[src/rtl/clkdiv_pkg.sv]
// Shared types and constants for the multi-channel clock divider.
package clkdiv_pkg;

    // Widest divisor/counter width any instance may be built with.
    localparam int CW_MAX = 16;

    // Divisor storage type. Instances narrow it to their own CW bits.
    typedef logic [CW_MAX-1:0] div_t;

    // A divisor of zero has no meaning and is rejected at the config port.
    localparam div_t DIV_ILLEGAL = '0;

    // Width of a channel-select field. It is never zero, even for one channel.
    function automatic int ch_width(input int nch);
        return (nch > 1) ? $clog2(nch) : 1;
    endfunction

endpackage

[src/rtl/clkdiv_multi_if.sv]
// Config port of the divider.
// Handshake: a transfer happens on a rising clk edge where cfg_valid and
// cfg_ready are both high. The requester holds cfg_ch/cfg_div stable while
// cfg_valid is high and not yet accepted. cfg_ready may depend combinationally
// on cfg_ch. cfg_err is a registered one-cycle pulse that follows an accepted
// illegal request.
interface clkdiv_multi_if
    import clkdiv_pkg::*;
#(
    parameter int NCH = 2,
    parameter int CW  = 8
);
    localparam int CHW = ch_width(NCH);

    logic           cfg_valid;
    logic [CHW-1:0] cfg_ch;
    logic [CW-1:0]  cfg_div;
    logic           cfg_ready;
    logic           cfg_err;

    modport master (
        output cfg_valid, cfg_ch, cfg_div,
        input  cfg_ready, cfg_err
    );

    modport slave (
        input  cfg_valid, cfg_ch, cfg_div,
        output cfg_ready, cfg_err
    );
endinterface

[src/rtl/clkdiv_chan.sv]
// One divider channel: phase counter, active and shadow divisor, pending flag,
// and the registered divided clock and period-start tick.
module clkdiv_chan
    import clkdiv_pkg::*;
#(
    parameter int   CW          = 8,
    parameter div_t DEFAULT_DIV = div_t'(3)
) (
    input  logic          clk,
    input  logic          rst,
    input  logic          en_i,
    input  logic          ld_i,      // accepted legal config for this channel
    input  logic [CW-1:0] ld_div_i,
    output logic          clk_out_o,
    output logic          tick_o,
    output logic          pending_o
);
    localparam logic [CW-1:0] DEF_DIV = DEFAULT_DIV[CW-1:0];

    logic [CW-1:0] p_q, p_d;
    logic [CW-1:0] act_q, act_d;
    logic [CW-1:0] sh_q, sh_d;
    logic          pending_q, pending_d;
    logic          clk_out_q, clk_out_d;
    logic          tick_q, tick_d;

    logic          last;
    logic          apply;
    logic [CW-1:0] p_nxt;

    // Next-state: advance phase, swap in the shadow divisor at a period
    // boundary (or immediately while stopped), and form the output flops.
    always_comb begin
        last      = (p_q == act_q - CW'(1));
        p_nxt     = last ? '0 : p_q + CW'(1);
        // The shadow is applied when the period ends or the channel is idle.
        // The new divisor then shapes the period that starts on this edge.
        apply     = pending_q && (last || !en_i);
        act_d     = apply ? sh_q : act_q;
        pending_d = apply ? 1'b0 : pending_q;
        sh_d      = sh_q;
        p_d       = p_q;
        clk_out_d = 1'b0;
        tick_d    = 1'b0;

        if (en_i) begin
            p_d       = p_nxt;
            clk_out_d = (p_nxt < (act_d >> 1));
            tick_d    = (p_nxt == '0);
        end else begin
            // Re-arm so the first enabled edge wraps and starts a fresh period.
            p_d = act_d - CW'(1);
        end

        // A load only arrives while nothing is pending, so it never
        // collides with an apply on the same edge.
        if (ld_i) begin
            sh_d      = ld_div_i;
            pending_d = 1'b1;
        end
    end

    // Channel state registers with synchronous reset.
    always_ff @(posedge clk) begin
        if (rst) begin
            p_q       <= DEF_DIV - CW'(1);
            act_q     <= DEF_DIV;
            sh_q      <= '0;
            pending_q <= 1'b0;
            clk_out_q <= 1'b0;
            tick_q    <= 1'b0;
        end else begin
            p_q       <= p_d;
            act_q     <= act_d;
            sh_q      <= sh_d;
            pending_q <= pending_d;
            clk_out_q <= clk_out_d;
            tick_q    <= tick_d;
        end
    end

    assign clk_out_o = clk_out_q;
    assign tick_o    = tick_q;
    assign pending_o = pending_q;

endmodule

[src/rtl/clkdiv_multi.sv]
// Multi-channel runtime-programmable clock divider. Decodes the config port,
// drives cfg_ready/cfg_err and instantiates one clkdiv_chan per channel.
module clkdiv_multi
    import clkdiv_pkg::*;
#(
    parameter int   NCH         = 2,
    parameter int   CW          = 8,
    parameter div_t DEFAULT_DIV = div_t'(3)
) (
    input  logic               clk,
    input  logic               rst,
    input  logic [NCH-1:0]     en,
    clkdiv_multi_if.slave      cfg,
    output logic [NCH-1:0]     clk_out,
    output logic [NCH-1:0]     tick,
    output logic [NCH-1:0]     pending
);
    localparam int CHW = ch_width(NCH);

    logic [NCH-1:0] ld;
    logic           ch_legal;
    logic           div_legal;
    logic           ready;
    logic           cfg_err_q, cfg_err_d;

    // Channel decode and ready mux. An out-of-range channel matches no
    // channel, so it sees ready=1 and is flagged illegal.
    always_comb begin
        ch_legal = 1'b0;
        ready    = 1'b1;
        for (int c = 0; c < NCH; c++) begin
            if (cfg.cfg_ch == CHW'(c)) begin
                ch_legal = 1'b1;
                ready    = !pending[c];
            end
        end
        div_legal = (cfg.cfg_div != DIV_ILLEGAL[CW-1:0]);
        cfg_err_d = cfg.cfg_valid && ready && !(ch_legal && div_legal);
    end

    // Error pulse register: high for exactly the cycle after an illegal transfer.
    always_ff @(posedge clk) begin
        if (rst) begin
            cfg_err_q <= 1'b0;
        end else begin
            cfg_err_q <= cfg_err_d;
        end
    end

    assign cfg.cfg_ready = ready;
    assign cfg.cfg_err   = cfg_err_q;

    for (genvar c = 0; c < NCH; c++) begin : g_chan
        assign ld[c] = cfg.cfg_valid && div_legal && !pending[c] &&
                       (cfg.cfg_ch == CHW'(c));

        clkdiv_chan #(
            .CW          (CW),
            .DEFAULT_DIV (DEFAULT_DIV)
        ) u_chan (
            .clk       (clk),
            .rst       (rst),
            .en_i      (en[c]),
            .ld_i      (ld[c]),
            .ld_div_i  (cfg.cfg_div),
            .clk_out_o (clk_out[c]),
            .tick_o    (tick[c]),
            .pending_o (pending[c])
        );
    end

endmodule

[src/flat_wrapper.sv]
// flat-port wrapper written by rule: the top's interface ports become plain ports
module clkdiv_multi_flat import clkdiv_pkg::*;
#(
    parameter int   NCH         = 2,
    parameter int   CW          = 8,
    parameter div_t DEFAULT_DIV = div_t'(3)
)
  (clk, rst, en, clk_out, tick, pending, cfg_cfg_valid, cfg_cfg_ch, cfg_cfg_div, cfg_cfg_ready, cfg_cfg_err);
  clkdiv_multi_if #(.NCH(NCH), .CW(CW)) cfg_i ();
  input  logic clk;
  input  logic rst;
  input  logic [NCH-1:0] en;
  output logic [NCH-1:0] clk_out;
  output logic [NCH-1:0] tick;
  output logic [NCH-1:0] pending;
  input wire logic [$bits(cfg_i.cfg_valid)-1:0] cfg_cfg_valid;
  input wire logic [$bits(cfg_i.cfg_ch)-1:0] cfg_cfg_ch;
  input wire logic [$bits(cfg_i.cfg_div)-1:0] cfg_cfg_div;
  output wire logic [$bits(cfg_i.cfg_ready)-1:0] cfg_cfg_ready;
  output wire logic [$bits(cfg_i.cfg_err)-1:0] cfg_cfg_err;
  assign cfg_i.cfg_valid = cfg_cfg_valid;
  assign cfg_i.cfg_ch = cfg_cfg_ch;
  assign cfg_i.cfg_div = cfg_cfg_div;
  assign cfg_cfg_ready = cfg_i.cfg_ready;
  assign cfg_cfg_err = cfg_i.cfg_err;
  clkdiv_multi #(.NCH(NCH), .CW(CW), .DEFAULT_DIV(DEFAULT_DIV)) u_core (.clk(clk), .rst(rst), .en(en), .cfg(cfg_i), .clk_out(clk_out), .tick(tick), .pending(pending));
endmodule
[config.mk]
export PLATFORM = sky130hd
export DESIGN_NAME = clkdiv_multi_flat
export DESIGN_NICKNAME = d
export VERILOG_FILES = /design/src/rtl/clkdiv_pkg.sv /design/src/rtl/clkdiv_multi_if.sv /design/src/rtl/clkdiv_chan.sv /design/src/rtl/clkdiv_multi.sv /design/src/flat_wrapper.sv
export SDC_FILE = /design/constraint.sdc
export NUM_CORES = 1
export LEC_CHECK = 0
export ABC_AREA = 1
export CAP_MARGIN = 40
export CORE_MARGIN = 3
export CORE_UTILIZATION = 30
export CTS_BUF_LIST = sky130_fd_sc_hd__clkbuf_4 sky130_fd_sc_hd__clkbuf_8
export DETAILED_ROUTE_END_ITERATION = 12
export PLACE_DENSITY = 0.46
export SETUP_SLACK_MARGIN = 0.3
export SYNTH_ARGS = -nofsm -noshare
export SYNTH_HDL_FRONTEND = slang
export SYNTH_SLANG_ARGS = --single-unit
[constraint.sdc]
create_clock -name clk -period 4.1 [get_ports clk]
set_input_delay 0.82 -clock clk [delete_from_list [all_inputs] [get_ports clk]]
set_output_delay 0.82 -clock clk [all_outputs]
set_load 0.05 [all_outputs]
==> results.md, run 1 <==
* Status: finished clean
* Synth cell types at 35
* First-pass GRT wire length at 15300 um
* # fillers at between 1000 and 1500
* Routability cong. at 0.867
* RSZ-0062 raised after global routing: false
* Synth Area per Inst at 6.52 um2
* Die Ht at 116 um
* GRT Util Overall at 0.143
* Yosys reg bits at 55
* Initial antenna violation count at 0
* Post-DRT Antenna Nets at 0
* Peak VDD IR at between 0.00015 and 0.0002 V
* Setup violations, final at 0
* CP peak stage delay at 0.79 ns
* Avg WL per Cell at 12.4 um
* Number of synthesized flops with an enable pin at 0
* Post-synthesis sequential area ratio at 0.304
* # nets final at 598
* Die Span X at around 120 um
* Slew HR at 0.615
* Slew @ Worst Pin at between 0.5 and 0.6 ns
* Clk Tree Root Cell: clkbuf_8
* Synth warn at 0
* Placed Area at 3900 um2
* CTS buffer count at 5
* Reg clk slew, reported paths at 0.10 ns
* Clk_skew at around 0.0065 ns
* Leakage at ~0.002 uW
* DRC violations left at 0
* Clock Sinks at 55
* Core box area at 11600 um2
* Cell row count at 39
* Hpwl dp at just over 7000 um
* Final worst path period need at 3.27 ns
* Design area at 4020 um2
* CP Cell Sequence: clkdlybuf4s50_1 -> inv_1 -> nor2_1 -> nor2_1 -> inv_1 -> clkdlybuf4s50_1
* CTS tree: built
* Max Fclk at approximately 310 MHz
* Total wire length at approximately 9000 um
* Clk pwr share at 0.248
* Ranking of synthesized cells by area: dfxtp_1, nand2_1, inv_1, nand3_1, ha_1
* Worst hold path type: reg -> reg
* Remaining Overflow, GRT at 0
* Post-Syn Area at 3620 um2
* Final period util at 0.797
* Top Ports at 22
* Logic pwr share at 0.349
* Maximum fanout along the worst path at 3
* Initial core utilization at 0.312
* Mapped Nets at between 500 and 600
* Layout cell share with drive strength beyond 1 at 0.0635
* Max Cap Viol at 0
* Setup CP Type: in -> out
* Post-cts sizing count at 0
* Iter 0 DRT Violations at 178
* Total number of vias at 3276
* Sequential share of power at 0.403
* Pwr dens at 379 nW/um2
* Largest net degree at the start of global routing at 27
* Setup Total Neg Slack at 0 ns
* Skew-Pair Late Insertion Delay at 0.32 ns
* Crit. End Element: output port
* Vias in the first global route at 3143
* Hold_buf cts at 0
* Hold Vio Cnt, Final at 0
* Buffers on Ports at 21
* ANT cells at 0
* Max Transition Viols Final at 0
* Drt via density at 4.61
* CP startpoint kind: input port
* Clock H-tree levels at 2
* Synthesized instance count at 555
* Deepest clock path buffer count at 2
* Slowest CP cell: clkdlybuf4s50_1
* CP required at 3.28 ns
* Async S/R FF share, synth at 0
* Internal power at roughly 960 uW
* Most used DFF post-synth: dfxtp_1
* Drt pass-1 iters at 5
* Sw Share at 0.370
* Synth top area share at 0.304
* Synth area leader: dfxtp_1
* Switching power at between 500 and 600 uW
* WP data arrival at 2.45 ns
* Die area at 13400 um2
* Setup Buffers After CTS at 0
* Area Overhead vs Synth at 11.1%
[layer usage]
metal | up-vias | part of all wire | track usage
met5 | - | 0 | 0
met4 | 0 | 0.015 | 0.0433
met3 | 9 | 0.038 | 0.0235
met2 | 49 | 0.42 | 0.220
met1 | 1439 | 0.52 | 0.204
li1 | 1779 | - | -
[Yosys cell counts (3+ instances only)]
master    count
a21oi_1      31
buf_4         7
clkbuf_1      7
dfxtp_1      55
ha_1         18
inv_1        82
nand2_1     135
nand2_2      10
nand2_4       6
nand3_1      54
nand3b_1      6
nand4_1       3
nor2_1       56
nor2_2        5
nor3_1        6
nor4_1        4
o21ai_0      29
o21ai_1       4
xnor2_1       7
xor2_1       11
[logic make-up (layout without fill, tap and decap cells)]
kind of cell / Yosys count / count (layout) / share of synthesized area
AO/OA/AOI/OAI: 72 / 72 / 0.106
adder cells (fa/ha/maj): 18 / 18 / 0.0622
buffers and inverters: 102 / 114 / 0.119
AND/OR/NAND/NOR: 290 / 290 / 0.365
flip-flops: 55 / 55 / 0.304
XOR/XNOR: 18 / 18 / 0.0436
[through the flow]
step | setup slack, ns | hold slack, ns | power [uW] | std cells | util
floorplan | 1.63 | 0.430 | 1030 | 555 | -
global placement | 0.885 | 0.441 | 1160 | 702 | 0.336
detailed placement | 0.840 | 0.448 | 1160 | 702 | 0.336
CTS | 0.830 | 0.463 | 1540 | 710 | 0.346
global route | 0.766 | 0.491 | 1650 | 710 | 0.346
finish | 0.830 | 0.459 | 1520 | 710 | 0.346
[cell usage in the layout (no fill, tap or decap), types with 7 or more instances in the layout]
master / count
nand3_1: 54
nor2_1: 56
dfxtp_1: 55
nand2_2: 10
inv_1: 82
xor2_1: 11
nand2_1: 135
xnor2_1: 7
a21oi_1: 31
o21ai_0: 29
ha_1: 18
clkdlybuf4s50_1: 21
[worst max-delay path, delay by kind of cell]
family	cells	cell delay [ns]
buffers and inverters	4	1.38
and+or+nand+nor	2	0.25
[final cells by class]
| type | instances | area [um2] | share of cell area |
|---|---|---|---|
| Inverter | 84 | 315 | 0.0784 |
| Sequential cell | 55 | 1100 | 0.274 |
| Clock inverter | 2 | 35.0 | 0.00871 |
| Timing Repair Buffer | 22 | 218 | 0.0542 |
| Multi-Input combinational cell | 398 | 2090 | 0.520 |
| Tap cell | 143 | 179 | 0.0445 |
| Clock buffer | 6 | 82.6 | 0.0205 |
[worst paths after layout]
kind                                                        from                           endpoint  slack, ns  depth (start not counted)
worst max-delay path                                  cfg_cfg_ch                      cfg_cfg_ready       0.83                          6
worst min-delay path             u_core.g_chan[0].u_chan.sh_q[2]    u_core.g_chan[0].u_chan.sh_q[2]       0.46                          2
worst max register to register  u_core.g_chan[1].u_chan.act_q[0]  u_core.g_chan[1].u_chan.clk_out_o       1.22                         15
worst min register to register   u_core.g_chan[0].u_chan.sh_q[2]    u_core.g_chan[0].u_chan.sh_q[2]       0.46                          2
[state kept, by name, indices dropped and copies added, names as in the netlist]
name                            count
u_core.cfg.cfg_err                  1
u_core.g_chan.u_chan.sh_q          16
u_core.g_chan.u_chan.p_q           16
u_core.g_chan.u_chan.act_q         16
u_core.g_chan.u_chan.pending_o      2
u_core.g_chan.u_chan.clk_out_o      2
u_core.g_chan.u_chan.tick_o         2
[power groups by stage]
stage / registers, uW / logic [uW] / clock network [uW]
6_report: 614 / 531 / 378
4_1_cts: 614 / 536 / 393
2_1_floorplan: 614 / 420 / 0
3_5_place_dp: 627 / 533 / 0
3_3_place_gp: 626 / 531 / 0
5_1_grt: 621 / 619 / 412
Note: power is estimated with default switching activity, not from simulation.
==> run 2, diff against run 1 <==
--- a/config.mk
+++ b/config.mk
@@ -11,7 +11,7 @@
 export CORE_UTILIZATION = 30
 export CTS_BUF_LIST = sky130_fd_sc_hd__clkbuf_4 sky130_fd_sc_hd__clkbuf_8
 export DETAILED_ROUTE_END_ITERATION = 12
-export PLACE_DENSITY = 0.46
+export PLACE_DENSITY = 0.48
 export SETUP_SLACK_MARGIN = 0.3
 export SYNTH_ARGS = -nofsm -noshare
 export SYNTH_HDL_FRONTEND = slang
==> constraint.sdc (replaced) <==
create_clock -name clk -period 2.6 [get_ports clk]
set_input_delay 0.52 -clock clk [delete_from_list [all_inputs] [get_ports clk]]
set_output_delay 0.52 -clock clk [all_outputs]
set_load 0.05 [all_outputs]
==> results.md, run 2 (synthesis results as in run 1) <==
* Cell row count at 39 (unchanged)
* Avg WL per Cell at 14.2 um (+14%)
* Remaining Overflow, GRT at 0 (unchanged)
* Die Span X at 116 um (unchanged)
* DRC violations left at 0 (unchanged)
* Status: finished clean
* Dpl cells at 721 (+2.7%)
* Hold_buf cts at 0 (unchanged)
* Largest net degree at the start of global routing at 23 (-15%)
* ANT cells at 0 (unchanged)
* Clk Tree Root Cell: clkbuf_8
* Initial antenna violation count at 0 (unchanged)
* Core box area at 11600 um2 (unchanged)
* Slew HR at 0.468 (-0.147)
* Iter 0 DRT Violations at 153 (-14%)
* Reg clk slew, reported paths at 0.10 ns (about the same)
* Max Fclk at 413 MHz
* Clk_skew at 0.0106 ns (+0.00409 ns)
* Deepest clock path buffer count at 2 (unchanged)
* Die Ht at 116 um (unchanged)
* CP required at 2.82 ns (-0.46 ns)
* Die area at 13400 um2 (unchanged)
* Hpwl dp at 7860 um (+10%)
* Vias in the first global route at 3369 (+7.2%)
* CTS buffer count at 5 (unchanged)
* Largest regs: u_core.g_chan.u_chan.act_q x16, u_core.g_chan.u_chan.p_q x16, u_core.g_chan.u_chan.sh_q x16
* # fillers at 1196 (-4.4%)
* Leakage at 0.00223 uW (+13%)
* Buffers on Ports at 21 (unchanged)
* Slew @ Worst Pin at 0.797 ns (+0.220 ns)
* Commonest non-fill, non-tap cells in the layout: nand2_1, inv_1, nor2_1
* Clock H-tree levels at 2 (unchanged)
* Max Transition Viols Final at 0 (unchanged)
* Worst hold path type: reg -> reg
* Layout cell share with drive strength beyond 1 at 0.280 (+0.216)
* CTS tree: built
* Maximum fanout along the worst path at 6 (+3)
* Drt via density at 4.81 (+4.4%)
* RSZ-0062 raised after global routing: true
* Peak VDD IR at 0.000301 V (+53%)
* First-pass GRT wire length at 16800 um (+10%)
* Post-layout util at 0.427 (+0.0805)
* Final worst path period need at about 2.4 ns
* Routability cong. at 0.895 (+3.2%)
* Post-DRT Antenna Nets at 0 (unchanged)
* WP data arrival at 2.64 ns (+0.19 ns)
* Post-route insts no fill at 751 (+5.8%)
* Drt pass-1 iters at 4 (-1)
* Final period util at 0.932
* Setup violations, final at 0 (unchanged)
* CP startpoint kind: flip-flop
* Clock Sinks at 55 (unchanged)
* Max Cap Viol at 0 (unchanged)
* GRT Util Overall at 0.159 (+0.0162)
* Final Power at 2730 uW (+79%)
* Skew-Pair Late Insertion Delay at 0.33 ns (about the same)
* Setup CP Type: reg -> reg
* Pwr dens at 550 nW/um2 (+45%)
* Hold Vio Cnt, Final at 0 (unchanged)
* Total number of vias at 3616 (+10%)
* Crit. End Element: flip-flop
* Top Ports at 22 (unchanged)
* # nets final at 639 (+6.9%)
* Total wire length at 10700 um (+21%)
* Initial core utilization at 0.312 (unchanged)
* Area Overhead vs Synth at 36.9%
* Most common cell after layout, fill and taps aside: nand2_1
==> run 2: cell types whose count changed in the layout (fill, tap and decap cells not counted), moves of 12 or more <==
cell | before | now
nand3_2 | 0 | 12
nand2_1 | 135 | 104
nand3_1 | 54 | 35
nand2_2 | 10 | 24
buf_4 | 1 | 33
nand2_4 | 6 | 21
==> run 2: layer usage <==
metal / global-route usage / up-vias / routed length [um]
li1: - / 1873 / -
met1: 0.233 / 1683 / 5370
met2: 0.244 / 49 / 4820
met3: 0.0251 / 11 / 348
met4: 0.0402 / 0 / 127
met5: 0 / - / 0
==> run 2: power by group <==
| part | internal, uW | leakage (uW) | switching, uW | total, uW |
|---|---|---|---|---|
| Sequential | 913 | 0.000450 | 64.3 | 978 |
| Combinational | 491 | 0.00174 | 751 | 1240 |
| Clock | 200 | 0.0000446 | 307 | 507 |
==> run 2: area by class of cell <==
type,count,area [um2],share of cell area
clock buffers,6,76.3,0.0154
clock inverters,2,12.5,0.00253
inverters,84,320,0.0646
multi-input cells,400,2710,0.547
flip-flops and latches,55,1110,0.223
well taps,143,179,0.0361
repair buffers,61,548,0.111
==> run 2: what timing repair did <==
item                       4_1_cts  5_1_grt
gates cloned                     1        1
setup endpoints to repair       17       20
gates resized for setup         53       84
buffers inserted                12        8
pin swaps                       29       44
==> run 2: path summary, 6_finish.rpt <==
check        slack, ns  cells after the start                                 to                              from
min reg2reg       0.47                      2    u_core.g_chan[1].u_chan.sh_q[4]   u_core.g_chan[1].u_chan.sh_q[4]
max reg2reg       0.18                     16  u_core.g_chan[1].u_chan.clk_out_o  u_core.g_chan[1].u_chan.act_q[0]
min               0.47                      2    u_core.g_chan[1].u_chan.sh_q[4]   u_core.g_chan[1].u_chan.sh_q[4]
max               0.18                     16  u_core.g_chan[1].u_chan.clk_out_o  u_core.g_chan[1].u_chan.act_q[0]
==> run 2: worst max-delay path, stage by stage (launching register included) <==
cell and delay [ns]:
dfxtp_2 0.36, inv_4 0.05, ha_4 0.25, xor2_1 0.13, nand2_1 0.07, nor2_1 0.08, nand3_1 0.08, nor2_2 0.13
nand2_4 0.11, nand2_8 0.12, nand2_4 0.09, nand2_2 0.10, nand2_2 0.08, ha_1 0.28, nand2_1 0.05, nor3_2 0.24
a21oi_2 0.08
==> run 2: stage by stage <==
stage | hold slack (ns) | instance area [um2] | setup slack [ns] | setup TNS [ns]
3_5_place_dp | 0.451 | 4080 | -0.0260 | -0.0260
4_1_cts | 0.467 | 4500 | 0.197 | 0
5_1_grt | 0.506 | 4950 | 0.0145 | 0
2_1_floorplan | 0.430 | 3640 | 0.313 | 0
3_3_place_gp | 0.445 | 4080 | -0.0465 | -0.0465
6_report | 0.473 | 4950 | 0.178 | 0
==> run 3, diff against run 2 <==
--- a/config.mk
+++ b/config.mk
@@ -13,6 +13,8 @@
 export DETAILED_ROUTE_END_ITERATION = 12
 export PLACE_DENSITY = 0.48
 export SETUP_SLACK_MARGIN = 0.3
+export SKIP_CTS_REPAIR_TIMING = 1
+export SKIP_LAST_GASP = 1
 export SYNTH_ARGS = -nofsm -noshare
 export SYNTH_HDL_FRONTEND = slang
 export SYNTH_SLANG_ARGS = --single-unit
==> results.md, run 3 (synthesis results as in run 1) <==
* Final hold slack at 0.465 ns (-0.00726 ns)
* DP Worst Slack at -0.0260 ns (unchanged)
* Clk_skew at 0.00819 ns (-0.00244 ns)
* Reg clk slew, reported paths at 0.10 ns (about the same)
* Max Cap Viol at 0 (unchanged)
* Most common cell after layout, fill and taps aside: nand2_1
* Die area at 13400 um2 (unchanged)
* Buffers on Ports at 21 (unchanged)
* Cells on worst reg2reg path at 17 (+1)
* Setup crit start: u_core.g_chan[1].u_chan.act_q[0]
* Maximum fanout along the worst path at 7 (+1)
* Clk Tree Root Cell: clkbuf_8
* Pwr dens at 544 nW/um2 (-1.1%)
* Post-route insts no fill at 748 (-0.40%)
* Reg2Reg Launch Point: u_core.g_chan[1].u_chan.act_q[0]
* DRC violations left at 0 (unchanged)
* Vias in the first global route at 3226 (-4.2%)
* Area Overhead vs Synth at 33.9%
* Clock H-tree levels at 2 (unchanged)
* Commonest non-fill, non-tap cells in the layout: nand2_1, inv_1, dfxtp_1
* Dpl cells at 721 (unchanged)
* First-pass GRT wire length at 16100 um (-4.3%)
* Skew-Pair Late Insertion Delay at 0.32 ns (about the same)
* Final setup margin at 0.134 ns (-0.0438 ns)
* Final period util at 0.948 (+0.0168)
* Routability cong. at 0.895 (unchanged)
* # nets final at 636 (-0.47%)
* Remaining Overflow, GRT at 0 (unchanged)
* Worst hold path type: reg -> reg
* Hold endpoint: u_core.g_chan[0].u_chan.sh_q[3]
* Leakage at 0.00220 uW (-1.3%)
* FF-to-FF End: u_core.g_chan[1].u_chan.clk_out_o
* Hold Vio Cnt, Final at 0 (unchanged)
* Max Fclk at 406 MHz (-1.8%)
* Final worst path period need at 2.47 ns (+0.0438 ns)
* CTS tree: built
* Initial antenna violation count at 0 (unchanged)
* Setup CP Type: reg -> reg
* Drt via density at 4.84 (+0.46%)
* Total number of vias at 3618 (+0.055%)
* Status: finished clean
* RSZ-0062 raised after global routing: true
* Avg WL per Cell at 14.0 um (-1.3%)
* Die Span X at 116 um (unchanged)
* ANT cells at 0 (unchanged)
* Core box area at 11600 um2 (unchanged)
* Initial core utilization at 0.312 (unchanged)
* Cell row count at 39 (unchanged)
* CP startpoint kind: flip-flop
* Post-layout util at 0.417 (-0.00927)
* GRT Util Overall at 0.152 (-0.00736)
* Slew @ Worst Pin at 0.637 ns (-0.160 ns)
* Deepest clock path buffer count at 2 (unchanged)
* Iter 0 DRT Violations at 183 (+20%)
* Drt pass-1 iters at 4 (unchanged)
* Hold path startpoint: u_core.g_chan[0].u_chan.sh_q[3]
* # fillers at 1204 (+0.67%)
* Max Transition Viols Final at 0 (unchanged)
* Largest regs: u_core.g_chan.u_chan.act_q x16, u_core.g_chan.u_chan.p_q x16, u_core.g_chan.u_chan.sh_q x16
* Hold path depth at 2 (unchanged)
* Largest net degree at the start of global routing at 23 (unchanged)
* Crit. End Element: flip-flop
* Peak VDD IR at 0.000292 V (-3.2%)
* CTS buffer count at 5 (unchanged)
* Setup Total Neg Slack at 0 ns (unchanged)
* Total wire length at 10500 um (-1.7%)
* Top Ports at 22 (unchanged)
* Slew HR at 0.575 (+0.107)
* CP required at 2.81 ns (about the same)
* R2r setup slk at 0.13 ns (-0.04 ns)
* Clock Sinks at 55 (unchanged)
* WP data arrival at 2.68 ns (+0.04 ns)
* Post-DRT Antenna Nets at 0 (unchanged)
* Setup violations, final at 0 (unchanged)
* Layout cell share with drive strength beyond 1 at 0.260 (-0.0201)
* Die Ht at 116 um (unchanged)
* Hpwl dp at 7860 um (unchanged)
run 3: changes by cell type in the layout (fill, tap and decap cells not counted), moves of 4 or more:
cell and delta:
nand2_1 +8, nand2_4 -4, nand3_4 -5, nor2_2 +6, nand2_2 -4, nand3_1 +5
run 3: worst max-delay path by stage:
stage / end / slack, ns / cells past startpoint
after floorplan: u_core.g_chan[0].u_chan.clk_out_o / 0.31 / 19
after global placement: u_core.g_chan[1].u_chan.clk_out_o / -0.05 / 17
after detailed placement: u_core.g_chan[1].u_chan.clk_out_o / -0.03 / 17
after CTS: u_core.g_chan[1].u_chan.clk_out_o / -0.04 / 17
after global routing: u_core.g_chan[1].u_chan.p_q[7] / -0.02 / 19
final: u_core.g_chan[1].u_chan.clk_out_o / 0.13 / 17
run 3: metal layers:
layer	routed length (um)	vias to the layer above	track usage
met1	5310	1684	0.225
li1	-	1859	-
met3	364	8	0.0214
met4	114	0	0.0371
met5	0	-	0
met2	4690	67	0.231
run 3: worst max-delay path, stage by stage, from the launching register on:
cell     delay [ns]
dfxtp_4        0.37
inv_4          0.08
ha_4           0.14
nand2_2        0.07
nor2_4         0.13
buf_4          0.11
nand3_1        0.08
nand3_2        0.09
nor2_2         0.05
nand2_4        0.13
nand2_8        0.10
buf_4          0.15
nand3_2        0.07
nand2_4        0.09
ha_2           0.31
nand2_1        0.05
nor3_2         0.23
a21oi_2        0.08
run 3: through the flow:
| step | power [uW] | area (um2) |
|---|---|---|
| final | 2640 | 4850 |
| after global routing | 2820 | 4850 |
| after CTS | 2410 | 4170 |
| after detailed placement | 1890 | 4080 |
| after global placement | 1900 | 4080 |
| after floorplan | 1640 | 3640 |
run 3: power by group:
group          internal, uW  switching [uW]
sequential              912            64.2
clock                   200             302
combinational           452             708
run 3: layout make-up:
cell class	count	area, um2	share of cell area
Timing Repair Buffer	58	536	0.110
Sequential cell	55	1110	0.230
Tap cell	143	179	0.0369
Inverter	84	323	0.0666
Multi-Input combinational cell	400	2610	0.538
Clock buffer	6	76.3	0.0157
Clock inverter	2	12.5	0.00258
